===== src/rtl/bcd_stopwatch_gen_if.sv =====
// Control and status bundle between the button logic, the stopwatch core and the display mux.
// master drives the controls; slave is the stopwatch core.
interface bcd_stopwatch_gen_if #(
   parameter int unsigned DIGITS = 4
);
   logic                  go;
   logic                  clr;
   logic                  dir;
   logic                  load;
   logic [4*DIGITS-1:0]   load_val;
   logic                  lap;
   logic [4*DIGITS-1:0]   count;
   logic [4*DIGITS-1:0]   disp;
   logic                  lap_active;
   logic                  tick;
   logic                  wrap;

   modport master (
      output go, clr, dir, load, load_val, lap,
      input  count, disp, lap_active, tick, wrap
   );

   modport slave (
      input  go, clr, dir, load, load_val, lap,
      output count, disp, lap_active, tick, wrap
   );
endinterface


===== src/rtl/bcd_stopwatch_gen.sv =====
// Parametrised BCD stopwatch: up/down digit chain behind a tick divider, with clear, load,
// lap freeze and tick/wrap status pulses.
module bcd_stopwatch_gen #(
   parameter int unsigned DIGITS  = 4,
   parameter int unsigned CLK_DIV = 5_000_000,
   parameter int unsigned DIV_W   = 23
) (
   input logic                clk,
   input logic                rst_n,
   bcd_stopwatch_gen_if.slave bus
);
   localparam int unsigned      W        = 4 * DIGITS;
   localparam logic [DIV_W-1:0] DIV_LAST = DIV_W'(CLK_DIV - 1);

   logic [DIV_W-1:0] div_cnt_q, div_cnt_d;
   logic [W-1:0]     count_q, count_d;
   logic [W-1:0]     snap_q, snap_d;
   logic             lap_active_q, lap_active_d;
   logic             tick_q, tick_d;
   logic             wrap_q, wrap_d;
   logic [W-1:0]     stepped;
   logic [W-1:0]     clamped;
   logic             chain_wrap;

   // Ripple carry/borrow through the digits; a carry out of the top digit is a full wrap.
   always_comb begin : step_chain
      logic       carry;
      logic [3:0] dig;
      carry   = 1'b1;
      dig     = 4'd0;
      stepped = count_q;
      for (int k = 0; k < DIGITS; k++) begin
         dig = count_q[4*k +: 4];
         if (carry) begin
            if (!bus.dir) begin
               if (dig >= 4'd9) begin
                  stepped[4*k +: 4] = 4'd0;
               end else begin
                  stepped[4*k +: 4] = dig + 4'd1;
                  carry             = 1'b0;
               end
            end else begin
               if (dig == 4'd0) begin
                  stepped[4*k +: 4] = 4'd9;
               end else begin
                  stepped[4*k +: 4] = dig - 4'd1;
                  carry             = 1'b0;
               end
            end
         end
      end
      chain_wrap = carry;
   end

   always_comb begin : load_clamp
      clamped = '0;
      for (int k = 0; k < DIGITS; k++) begin
         clamped[4*k +: 4] = (bus.load_val[4*k +: 4] > 4'd9) ? 4'd9 : bus.load_val[4*k +: 4];
      end
   end

   always_comb begin : next_state
      div_cnt_d    = div_cnt_q;
      count_d      = count_q;
      snap_d       = snap_q;
      lap_active_d = lap_active_q;
      tick_d       = 1'b0;
      wrap_d       = 1'b0;
      if (bus.clr) begin
         count_d      = '0;
         div_cnt_d    = '0;
         lap_active_d = 1'b0;
      end else begin
         if (bus.load) begin
            count_d   = clamped;
            div_cnt_d = '0;
         end else if (bus.go) begin
            if (div_cnt_q == DIV_LAST) begin
               div_cnt_d = '0;
               count_d   = stepped;
               tick_d    = 1'b1;
               wrap_d    = chain_wrap;
            end else begin
               div_cnt_d = div_cnt_q + DIV_W'(1);
            end
         end
         // Snapshot takes the pre-edge count, so a coincident step is not captured.
         if (bus.lap) begin
            if (!lap_active_q) begin
               snap_d       = count_q;
               lap_active_d = 1'b1;
            end else begin
               lap_active_d = 1'b0;
            end
         end
      end
   end

   always_ff @(posedge clk or negedge rst_n) begin
      if (!rst_n) begin
         div_cnt_q    <= '0;
         count_q      <= '0;
         snap_q       <= '0;
         lap_active_q <= 1'b0;
         tick_q       <= 1'b0;
         wrap_q       <= 1'b0;
      end else begin
         div_cnt_q    <= div_cnt_d;
         count_q      <= count_d;
         snap_q       <= snap_d;
         lap_active_q <= lap_active_d;
         tick_q       <= tick_d;
         wrap_q       <= wrap_d;
      end
   end

   assign bus.count      = count_q;
   assign bus.disp       = lap_active_q ? snap_q : count_q;
   assign bus.lap_active = lap_active_q;
   assign bus.tick       = tick_q;
   assign bus.wrap       = wrap_q;
endmodule


===== src/flat_wrapper.sv =====
// flat-port wrapper written by rule: the top's interface ports become plain ports
module bcd_stopwatch_gen_flat 
#(
   parameter int unsigned DIGITS  = 4,
   parameter int unsigned CLK_DIV = 5_000_000,
   parameter int unsigned DIV_W   = 23
)
  (clk, rst_n, bus_go, bus_clr, bus_dir, bus_load, bus_load_val, bus_lap, bus_count, bus_disp, bus_lap_active, bus_tick, bus_wrap);
  bcd_stopwatch_gen_if #(.DIGITS(DIGITS)) bus_i ();
  input logic clk;
  input logic rst_n;
  input wire logic [$bits(bus_i.go)-1:0] bus_go;
  input wire logic [$bits(bus_i.clr)-1:0] bus_clr;
  input wire logic [$bits(bus_i.dir)-1:0] bus_dir;
  input wire logic [$bits(bus_i.load)-1:0] bus_load;
  input wire logic [$bits(bus_i.load_val)-1:0] bus_load_val;
  input wire logic [$bits(bus_i.lap)-1:0] bus_lap;
  output wire logic [$bits(bus_i.count)-1:0] bus_count;
  output wire logic [$bits(bus_i.disp)-1:0] bus_disp;
  output wire logic [$bits(bus_i.lap_active)-1:0] bus_lap_active;
  output wire logic [$bits(bus_i.tick)-1:0] bus_tick;
  output wire logic [$bits(bus_i.wrap)-1:0] bus_wrap;
  assign bus_i.go = bus_go;
  assign bus_i.clr = bus_clr;
  assign bus_i.dir = bus_dir;
  assign bus_i.load = bus_load;
  assign bus_i.load_val = bus_load_val;
  assign bus_i.lap = bus_lap;
  assign bus_count = bus_i.count;
  assign bus_disp = bus_i.disp;
  assign bus_lap_active = bus_i.lap_active;
  assign bus_tick = bus_i.tick;
  assign bus_wrap = bus_i.wrap;
  bcd_stopwatch_gen #(.DIGITS(DIGITS), .CLK_DIV(CLK_DIV), .DIV_W(DIV_W)) u_core (.clk(clk), .rst_n(rst_n), .bus(bus_i));
endmodule

===== config.mk =====
export PLATFORM = sky130hd
export DESIGN_NAME = bcd_stopwatch_gen_flat
export DESIGN_NICKNAME = d
export VERILOG_FILES = /design/src/rtl/bcd_stopwatch_gen_if.sv /design/src/rtl/bcd_stopwatch_gen.sv /design/src/flat_wrapper.sv
export SDC_FILE = /design/constraint.sdc
export NUM_CORES = 1
export LEC_CHECK = 0
export ABC_AREA = 1
export BUFFER_PORTS_ARGS = -buffer_cell sky130_fd_sc_hd__buf_4
export CAP_MARGIN = 20
export CORE_UTILIZATION = 60
export DETAILED_ROUTE_END_ITERATION = 10
export PLACE_DENSITY = 0.81
export SLEW_MARGIN = 15
export SYNTH_ARGS = -nofsm -noshare
export SYNTH_HDL_FRONTEND = slang
export SYNTH_SLANG_ARGS = --single-unit

===== constraint.sdc =====
create_clock -name clk -period 4.75 [get_ports clk]
set_input_delay 0.95 -clock clk [delete_from_list [all_inputs] [get_ports clk]]
set_output_delay 0.95 -clock clk [all_outputs]
set_load 0.05 [all_outputs]

* Yosys cells after proc, flatten, opt, wreduce, memory -nomap -nowiden
Index checks and enable logic that the tools add are counted.
** Word-level totals
- Register bits :: 58
- Output and inout bits :: 35
- Word-level logic and storage cells :: 97
** Cells by class
- Order comparisons :: 8
- Add/subtract/negate cells :: 9
- Bitwise operators :: 1
- Mux-type cells :: 54
- Reductions and logical operators :: 15
- Equality and inequality tests :: 1
** Operator list (count)
- 2-to-1 mux 23 bit :: 4
- 2-to-1 mux 16 bit :: 5
- 2-to-1 mux 4 bit :: 19
- 2-to-1 mux 1 bit :: 26
- adder 23 x 1 -> 23 bit (second input constant) :: 1
- equality test 23 bit (second input constant) :: 1
- adder 4 x 1 -> 4 bit (second input constant) :: 4
- greater-or-equal comparator 4 bit (second input constant) :: 4
- greater-than comparator 4 bit (second input constant) :: 4
- logical NOT 4 bit :: 4
- subtractor 4 x 1 -> 4 bit (second input constant) :: 4
- nonzero test 3 bit :: 5
- AND reduction 3 bit :: 3
- AND reduction 2 bit :: 2
- nonzero test 2 bit :: 1
- NOT 1 bit :: 1

* Depth between registers and ports, before layout
Gate-level depths: netlist of the first run.
- Depth in word-level cells :: 10
- Mapped depth :: 11

* Worst setup path before layout of the first run
OpenSTA, ideal clock, no wires.
- Path kind :: register -> output
- Start point :: register u_core.lap_active_q (netlist: u_core.bus.lap_active)
- End point :: output bus_disp[10]
- Data arrival time :: 2.084 ns
- Setup slack :: 1.716 ns
- Data required time :: 3.800 ns
- Cell stages (with the launch flop) :: 4
- Cell sequence :: dfrtp_1 clkbuf_1 clkbuf_1 o21ai_0
** On the way
- Word-level cells in the longest chain between the ends :: 1
** Ends and longest elaborated chain
- start: declaration :: RTL line bcd_stopwatch_gen.sv:18 : logic lap_active_q, lap_active_d;
- start signal: assignment :: RTL line bcd_stopwatch_gen.sv:111 : lap_active_q <= lap_active_d;
- 2-to-1 mux 16 bit :: RTL line bcd_stopwatch_gen.sv:118 : assign bus.disp = lap_active_q ? snap_q : count_q;
- end: declaration :: RTL line flat_wrapper.sv:19 : output wire logic [$bits(bus_i.disp)-1:0] bus_disp;
Every way passes these cells.

* Worst setup path after layout of the first run
- Start point :: register u_core.lap_active_q (netlist: u_core.bus.lap_active)
- End point :: output bus_disp[1]
The elaborated chain is that of the path after synthesis.

==> results.json, run 1 <==
{
  "status": "complete, no violations",
  "drc": 0,
  "portBuffers": 57,
  "grt_max_degree": 59,
  "die_width_um": 83.5,
  "synth_top_area_share_pct": 36.4,
  "worstReg2RegStart": "u_core.bus.lap_active",
  "r2r_end": "u_core.snap_q[10]",
  "top_level_ports": 58,
  "syn_to_final_growth_pct": 15.7,
  "nets": 663,
  "avgSynthCellArea_um2": 6.94,
  "synth_largest_area_cell": "dfrtp_1",
  "period_minus_slack_ns": 2.85,
  "holdWs_ns": 0.486,
  "worstSetupEndpointType": "output port",
  "cp_max_fo": 35,
  "cts-root-buf": "clkbuf_8",
  "grt_overflow": 0,
  "r2r.worst_path.cells": 3,
  "wl_um": 9490,
  "cp.arrival_ns": 1.90,
  "hold_buffers": 0,
  "syn-cell-area_mm2": 0.00398,
  "synth_cells": 574,
  "first_pass_iters": 6,
  "cts_setup_buffers": 0,
  "seq_area_mm2": 0.00145,
  "gp_congestion": 0.885,
  "clock-sinks": 58,
  "rsz0062_at_grt": "false",
  "slew_viol_final": 0,
  "cp-start-kind": "flip-flop",
  "antenna_cells": 0,
  "period_share_pct": 60.0,
  "dieArea_mm2": 0.00697,
  "whs_endpoint": "u_core.snap_q[9]",
  "maxCapViolations": 0,
  "num_vias": 3971,
  "multi_input_area_mm2": 0.00222,
  "min_path_cells": 2,
  "report.final.hold_viol_count": 0,
  "hp-start": "u_core.snap_q[9]",
  "clock_latency_ns": 0.35,
  "placed_cell_area_mm2": 0.00443,
  "hold_path_class": "flip-flop to flip-flop",
  "row_count": 29,
  "synth_area_leaders": "dfrtp_1 (36%), nand2_1 (15%), nor2_1 (6.2%), nand3_1 (6.2%), inv_1 (5.7%)",
  "cts_tree": "yes",
  "slew-limit-headroom_pct": 36.6,
  "r2r_slack_ns": 2.82,
  "final_layout_size_suffix_gt1_share_pct": 15.9,
  "ir_worst_vdd_mv": 0.258,
  "leakagePower_nw": 2.30,
  "initial_core_util_pct": 62.4,
  "vias_per_cell": 5.62,
  "seq_area_frac_synth_pct": 36.4,
  "grt_pass1_wl_um": 16000,
  "die_h_um": 83.5,
  "tns_ns": 0,
  "fmax_mhz": 351,
  "antenna_left": 0,
  "finClkSkew_ns": 0.0119,
  "powerDensity_mw_per_mm2": 332,
  "required_ns": 3.80,
  "grtUsageTotal_pct": 28.3,
  "fp.coreArea_mm2": 0.00639,
  "worstMarginPinSlew_ns": 0.951,
  "path_clk_slew_ns": 0.07,
  "setup_viol_count_final": 0,
  "htree_num_levels": 3,
  "dp_hpwl_um": 6980,
  "nFillCells": 513,
  "wl_per_cell_um": 13.4,
  "ctsResizeCount": 0,
  "grt_pass1_vias": 3707,
  "synth_nets": 611,
  "numCtsBuffers": 9,
  "synth_seq_cells": 58,
  "cts_buffer_depth": 2,
  "yosysUniqueCellTypes": 39,
  "final_cell_area_mm2": 0.00461,
  "antenna_found_initial": 0,
  "p_total_mw": 1.53,
  "drt_iter0_drc": 232,
  "crit_type": "flip-flop to output port",
  "ys_warn_count": 0
}
[layout by cell type, fill, tap and decap left out, drive strengths merged, types with 3 or more instances in the layout]
cell type	instances
nand2	163
nor2	77
inv	62
dfrtp	58
buf	57
nand3	52
o21ai	46
a21oi	25
nand4	14
ha	14
clkbuf	12
nor3	11
a22oi	8
xor2	4
xnor2	4
nand3b	3
nor3b	3
[routing by layer]
metal / wire, um / vias to the layer above / part of all wire (%) / global-route usage, %
li1: - / 1979 / - / -
met5: 0 / - / 0 / 0
met1: 4040 / 1833 / 43 / 33.6
met4: 210 / 0 / 2.2 / 13.3
met2: 4690 / 139 / 49 / 49.9
met3: 550 / 20 / 5.8 / 4.95
[worst max-delay path: stages (launching register included)]
cell     delay, ns
dfrtp_1       0.97
nor2_1        0.17
a21oi_1       0.18
buf_4         0.22
[cells by family after synthesis]
family	Yosys count	share of synthesized area, %
xor+xnor	8	1.76
flops	58	36.4
fa+ha+maj	14	4.40
buf+inv	78	7.91
simple gates	327	37.1
mux	1	0.283
compound gates	88	12.2
[per-stage QoR]
step / instances / setup slack [ns] / utilization (%)
finish: 707 / 1.90 / 72.2
global route: 707 / 1.66 / 72.2
CTS: 707 / 1.90 / 72.2
detailed placement: 692 / 2.29 / 69.3
global placement: 692 / 2.38 / 69.3
floorplan: 574 / 1.72 / -
[worst max-delay path by stage]
stage                           from           end  slack (ns)  depth (start not counted)
2_1_floorplan  u_core.bus.lap_active  bus_disp[10]        1.72                          3
3_3_place_gp   u_core.bus.lap_active   bus_disp[2]        2.38                          3
3_5_place_dp   u_core.bus.lap_active   bus_disp[1]        2.29                          3
4_1_cts        u_core.bus.lap_active   bus_disp[1]        1.90                          3
5_1_grt        u_core.bus.lap_active  bus_disp[11]        1.66                          3
6_report       u_core.bus.lap_active   bus_disp[1]        1.90                          3
[layout make-up]
class,instances,area share (%)
multi-input cells,438,48.1
repair buffers,57,9.28
inverters,62,5.05
flip-flops and latches,58,31.5
well taps,77,2.09
clock buffers,12,3.15
clock inverters,3,0.868
[synth_stat cells (all sizes together)]
library cell,number
or2,2
ha,14
clkbuf,9
xnor2,4
o21ai,46
nor2,77
a31oi,2
dfrtp,58
a21oi,25
nand4,14
inv,62
xor2,4
o21a,2
nand3,52
a22oi,8
buf,7
and3,2
nor3,11
o31ai,2
a21boi,1
nand3b,3
o21bai,1
nand2,163
o211ai,1
nor3b,3
mux2,1
[where the power goes]
| group | internal (mW) | switching, mW |
|---|---|---|
| registers | 0.539 | 0.0536 |
| logic | 0.155 | 0.337 |
| clock network | 0.252 | 0.192 |
| total | 0.946 | 0.583 |
[flip-flops by register name, summed over array words and instances (netlist names)]
signal / cells
u_core.bus.count: 16
u_core.bus.tick: 1
u_core.bus.wrap: 1
u_core.snap_q: 16
u_core.div_cnt_q: 23
u_core.bus.lap_active: 1
No activity file was read; power rests on OpenSTA's default activity.
==> inputs of run 2 (changes only) <==
- ABC_AREA: 1 -> 0
- CORE_UTILIZATION: 60 -> 58
- PLACE_DENSITY: 0.81 -> 0.79
- clock period: 4.75 -> 2.8 ns (I/O delays scaled with it)
==> results.json, run 2 <==
{
  "status": "complete, no violations",
  "yosysUniqueCellTypes": 62,
  "crit_buf_inv": 1,
  "synthAdderAreaFrac_pct": 4.58,
  "row_count": 29,
  "htree_num_levels": 3,
  "wl_met3_um": 676,
  "final_layout_size_suffix_gt1_share_pct": 23.9,
  "die_width_um": 83.2,
  "grt_max_degree": 59,
  "worstSetupEndpointType": "flip-flop",
  "cp_slowest_cell": "dfrtp_1",
  "ys_warn_count": 0,
  "ys_top_cells_by_count": "dfrtp_1 (58), nand2_1 (43), o21ai_0 (31)",
  "leakagePower_nw": 2.02,
  "yosysMostFrequentCell": "dfrtp_1",
  "synth_top_area_share_pct": 38.0,
  "cts_tree": "yes",
  "wl_per_cell_um": 17.1,
  "drc": 0,
  "post-route-util_pct": 71.5,
  "dp_hpwl_um": 6530,
  "clock-sinks": 58,
  "critical-path-top-delay-family": "compound AO/OA/AOI/OAI gates",
  "post-place-ws_ns": 0.432,
  "dieArea_mm2": 0.00692,
  "slew-limit-headroom_pct": 44.8,
  "gp_congestion": 0.863,
  "powerDensity_mw_per_mm2": 612,
  "period_share_pct": 85.5,
  "intPower_mw": 1.84,
  "syn-cell-area_mm2": 0.00382,
  "portBuffers": 57,
  "seq_area_mm2": 0.00145,
  "synthMuxAreaShare_pct": 9.30,
  "layout_common_cells": "buf_4 (63), dfrtp_1 (58), nand2_1 (43), o21ai_0 (31), nor2_1 (30)",
  "p_switching_mw": 0.938,
  "nFillCells": 505,
  "worstMarginPinSlew_ns": 0.827,
  "drt_iter0_drc": 240,
  "critPathMaxStageDelay_ns": 0.47,
  "multi_input_area_mm2": 0.00217,
  "synth_nets": 459,
  "synth_largest_area_cell": "dfrtp_1",
  "antenna_found_initial": 0,
  "avgSynthCellArea_um2": 9.06,
  "wl_um": 9570,
  "clock_latency_ns": 0.34,
  "regMostFlops": "u_core.div_cnt_q",
  "highest_layer": "met4",
  "nets": 514,
  "fmax_mhz": 418,
  "seqPwrFrac_pct": 36.1,
  "ys.flop_type": "dfrtp_1",
  "met1Wirelength_um": 4080,
  "period_minus_slack_ns": 2.39,
  "first_pass_iters": 7,
  "wl_met2_um": 4660,
  "rsz0062_at_grt": "false",
  "finalWorstSetupSlack_ns": 0.407,
  "cp-start-kind": "flip-flop",
  "finClkSkew_ns": 0.00896,
  "cp.arrival_ns": 2.61,
  "synth_edf_count": 0,
  "tns_ns": 0,
  "synth_simple_gate_area_share_pct": 20.9,
  "required_ns": 3.02,
  "crit_type": "flip-flop to flip-flop",
  "cp_cell_sequence": "inv_1, ha_1, nor3b_1, o22ai_1, o211ai_1, o21ai_2, mux2_2",
  "largest_reg_flops": 23,
  "syn_to_final_growth_pct": 18.8,
  "cts_buffer_depth": 2,
  "antenna_left": 0,
  "initial_core_util_pct": 60.2,
  "path_clk_slew_ns": 0.07,
  "fp.coreArea_mm2": 0.00635,
  "slew_viol_final": 0,
  "grt_pass1_wl_um": 16300,
  "p_sw_share_pct": 33.8,
  "ctsResizeCount": 0,
  "grtUsageTotal_pct": 29.2,
  "placed_cell_area_mm2": 0.00429,
  "ir_worst_vdd_mv": 0.424,
  "maxCapViolations": 0,
  "cp_max_fo": 7,
  "async_flop_share_pct": 100,
  "final_cell_area_mm2": 0.00454,
  "synth_cells": 422,
  "hold_path_class": "input port to asynchronous set/reset pin",
  "num_vias": 3574,
  "synth_compound_area_share_pct": 18.2,
  "antenna_cells": 0,
  "hold_buffers": 0,
  "report.final.hold_viol_count": 0,
  "top_level_ports": 58,
  "setup_viol_count_final": 0,
  "die_h_um": 83.2,
  "clkPwrFrac_pct": 35.5,
  "cts_setup_buffers": 0,
  "synth_area_leaders": "dfrtp_1 (38%), mux2_2 (7.7%), ha_1 (4.6%), nand2_1 (4.2%), o21ai_0 (4.1%)",
  "synth_seq_cells": 58,
  "grt_overflow": 0,
  "yosys.area_share.xor_xnor_pct": 3.67,
  "layout_commonest_cell": "buf_4",
  "p_comb_share_pct": 28.4,
  "grt_pass1_vias": 3448,
  "vias_per_cell": 6.39,
  "cts-root-buf": "clkbuf_8",
  "seq_area_frac_synth_pct": 38.0,
  "synth_top_family_by_area": "simple AND/OR/NAND/NOR gates",
  "numCtsBuffers": 9
}
-- run 2: path summary, 6_finish.rpt --
path | start | to | slack [ns] | cells after the start
hold / removal | rst_n | u_core.snap_q[8] | 0.28 | 1
hold reg to reg | u_core.snap_q[11] | u_core.snap_q[11] | 0.51 | 1
setup reg to reg | u_core.bus.count[0] | u_core.bus.count[15] | 0.41 | 7
max in group asynchronous | rst_n | u_core.bus.count[4] | 2.00 | 1
min in group clk | bus_lap | u_core.bus.lap_active | 0.48 | 3
setup / recovery | u_core.bus.count[0] | u_core.bus.count[15] | 0.41 | 7
-- run 2: worst register-to-register path, cell delays in order, from the launching register on --
cell and delay [ns]:
dfrtp_1 0.47, inv_1 0.14, ha_1 0.28, nor3b_1 0.18, o22ai_1 0.37, o211ai_1 0.21
o21ai_2 0.27, mux2_2 0.36
-- run 2: power by group through the flow --
stage	Sequential (mW)	Combinational [mW]	Clock, mW
3_3_place_gp	1.01	0.770	0
3_5_place_dp	1.02	0.783	0
4_1_cts	1.00	0.787	0.992
5_1_grt	1.02	0.847	1.03
2_1_floorplan	1.08	0.483	0
6_report	1.00	0.790	0.986
-- run 2: cell families (layout without fill, tap and decap cells) --
| logic type | count (synthesis) | count (layout) |
|---|---|---|
| muxes | 31 | 31 |
| AOI/OAI and AO/OA | 107 | 107 |
| DFF | 58 | 58 |
| adders and majority gates | 14 | 14 |
| buffers and inverters | 46 | 106 |
| xor gates and xnor gates | 16 | 16 |
| and+or+nand+nor | 150 | 150 |
-- run 2: area by class of cell --
class | count | area share [%]
Timing Repair Buffer | 63 | 10.4
Clock buffer | 11 | 3.33
Inverter | 27 | 2.23
Tap cell | 77 | 2.12
Sequential cell | 58 | 32.0
Clock inverter | 5 | 2.20
Multi-Input combinational cell | 318 | 47.7
-- run 2: metrics by stage --
stage	instances	hold slack [ns]	power, mW
after floorplan	422	0.264	1.56
after global placement	543	0.482	1.78
after detailed placement	543	0.492	1.80
after CTS	559	0.311	2.78
after global routing	559	0.346	2.90
final	559	0.275	2.78
-- run 2: routing by layer --
layer | vias to the layer above | GRT usage [%]
met5 | - | 0
met4 | 0 | 11.3
met3 | 18 | 3.88
met2 | 173 | 46.7
met1 | 1728 | 40.4
li1 | 1655 | -
==> inputs of run 3 (changes only) <==
- BUFFER_PORTS_ARGS: -buffer_cell sky130_fd_sc_hd__buf_4 -> not set
- CORE_MARGIN: not set -> 5
- CORE_UTILIZATION: 58 -> 60
- DONT_BUFFER_PORTS: not set -> 1
- PLACE_DENSITY: 0.79 -> 0.74
==> results.json, run 3 (synthesized netlist as in run 2, its figures left out) <==
{
  "r2r.worst_path.cells": 7,
  "antenna_left": 0,
  "slew-limit-headroom_pct": 51.7,
  "seq_area_mm2": 0.00145,
  "r2r_end": "u_core.bus.count[12]",
  "clock_latency_ns": 0.34,
  "nets": 484,
  "ctsResizeCount": 0,
  "setup_viol_count_final": 0,
  "largest_reg_flops": 23,
  "status": "complete, no violations",
  "die_width_um": 89.8,
  "r2r_slack_ns": 0.44,
  "grt_pass1_wl_um": 16900,
  "intPower_mw": 1.64,
  "powerDensity_mw_per_mm2": 594,
  "finClkSkew_ns": 0.0103,
  "report.final.hold_viol_count": 0,
  "crit_type": "flip-flop to flip-flop",
  "period_share_pct": 84.3,
  "regMostFlops": "u_core.div_cnt_q",
  "slew_viol_final": 0,
  "wl_per_cell_um": 18.3,
  "p_switching_mw": 0.914,
  "dp_hpwl_um": 6760,
  "layout_commonest_cell": "dfrtp_1",
  "cp_max_fo": 7,
  "cp-start-kind": "flip-flop",
  "worstReg2RegStart": "u_core.bus.count[12]",
  "grt_pass1_vias": 3430,
  "antenna_found_initial": 0,
  "nFillCells": 519,
  "grt_max_degree": 59,
  "first_pass_iters": 5,
  "drt_iter0_drc": 197,
  "top_level_ports": 58,
  "drc": 0,
  "p_sw_share_pct": 35.9,
  "initial_core_util_pct": 60.9,
  "cts-root-buf": "clkbuf_8",
  "fin_cells": 529,
  "ir_worst_vdd_mv": 0.366,
  "post-route-util_pct": 68.3,
  "antenna_cells": 0,
  "dp_cells": 512,
  "grtUsageTotal_pct": 25.1,
  "gp_congestion": 0.873,
  "maxCapViolations": 0,
  "worstSetupEndpointType": "flip-flop",
  "final_layout_size_suffix_gt1_share_pct": 18.6,
  "row_count": 29,
  "clkPwrFrac_pct": 31.5,
  "required_ns": 3.02,
  "p_comb_share_pct": 29.8,
  "dieArea_mm2": 0.00807,
  "path_clk_slew_ns": 0.07,
  "multi_input_area_mm2": 0.00217,
  "layout_common_cells": "dfrtp_1 (58), nand2_1 (43), buf_4 (32), nor2_1 (30)",
  "num_vias": 3372,
  "cts_buffer_depth": 2,
  "clock-sinks": 58,
  "seqPwrFrac_pct": 38.6,
  "portBuffers": 0,
  "grt_overflow": 0,
  "tns_ns": 0,
  "wl_um": 9670,
  "fmax_mhz": 424,
  "cts_tree": "yes",
  "hold_path_class": "input port to asynchronous set/reset pin",
  "cp.arrival_ns": 2.59,
  "leakagePower_nw": 1.85,
  "finalWorstSetupSlack_ns": 0.439,
  "numCtsBuffers": 9,
  "worstMarginPinSlew_ns": 0.724,
  "htree_num_levels": 3,
  "period_minus_slack_ns": 2.36,
  "vias_per_cell": 6.37,
  "syn_to_final_growth_pct": 12.2,
  "rsz0062_at_grt": "false",
  "die_h_um": 89.8,
  "post-place-ws_ns": 0.476,
  "fp.coreArea_mm2": 0.00628
}
==> run 3: worst max-delay path by stage <==
stage	startpoint	to	slack [ns]	cells past startpoint
floorplan	u_core.bus.count[7]	bus_disp[7]	0.20	3
global placement	u_core.div_cnt_q[20]	u_core.bus.count[13]	0.54	5
detailed placement	u_core.div_cnt_q[20]	u_core.bus.count[13]	0.48	5
CTS	u_core.bus.count[14]	bus_disp[14]	0.47	3
global route	u_core.bus.count[12]	u_core.bus.count[15]	0.28	6
finish	u_core.bus.count[12]	u_core.bus.count[12]	0.44	7
==> run 3: power groups by stage <==
stage	Sequential (mW)	Clock [mW]	Combinational [mW]
5_1_grt	0.994	0.868	0.824
3_5_place_dp	1.00	0	0.736
2_1_floorplan	1.08	0	0.483
4_1_cts	0.984	0.821	0.760
6_report	0.985	0.804	0.761
3_3_place_gp	0.995	0	0.721
==> run 3: layer usage <==
layer	global-route usage (%)	wire length, um	share of wire [%]	vias up
li1	-	-	-	1599
met5	0	0	0	-
met2	41.0	4850	50	113
met1	32.3	4090	42	1644
met3	6.01	581	6.0	16
met4	8.82	149	1.5	0
==> run 3: timing repair <==
action / in CTS / in global routing
hold buffers: 1 / 0
endpoints found under the hold margin: 58 / 0
buffers inserted: 0 / 0
==> run 3: per-stage QoR <==
step | power (mW) | hold WS, ns | area, um2
2_1_floorplan | 1.56 | 0.264 | 3820
3_3_place_gp | 1.72 | 0.266 | 4060
3_5_place_dp | 1.74 | 0.266 | 4060
4_1_cts | 2.56 | 0.0824 | 4290
5_1_grt | 2.69 | 0.0848 | 4290
6_report | 2.55 | 0.0864 | 4290
==> run 3: area by class of cell <==
class,count,area share [%]
sequential,58,33.8
clock buffer,12,3.62
multi-input combinational,318,50.5
tap,77,2.25
timing repair buffer,33,6.24
inverter,27,2.36
clock inverter,4,1.17
==> run 3: worst max-delay path: stages (launching register included) <==
cell      delay (ns)
dfrtp_1         0.73
inv_1           0.24
ha_1            0.27
nor3b_1         0.14
nand3b_1        0.27
a21boi_0        0.25
a311oi_1        0.07
mux2_2          0.27
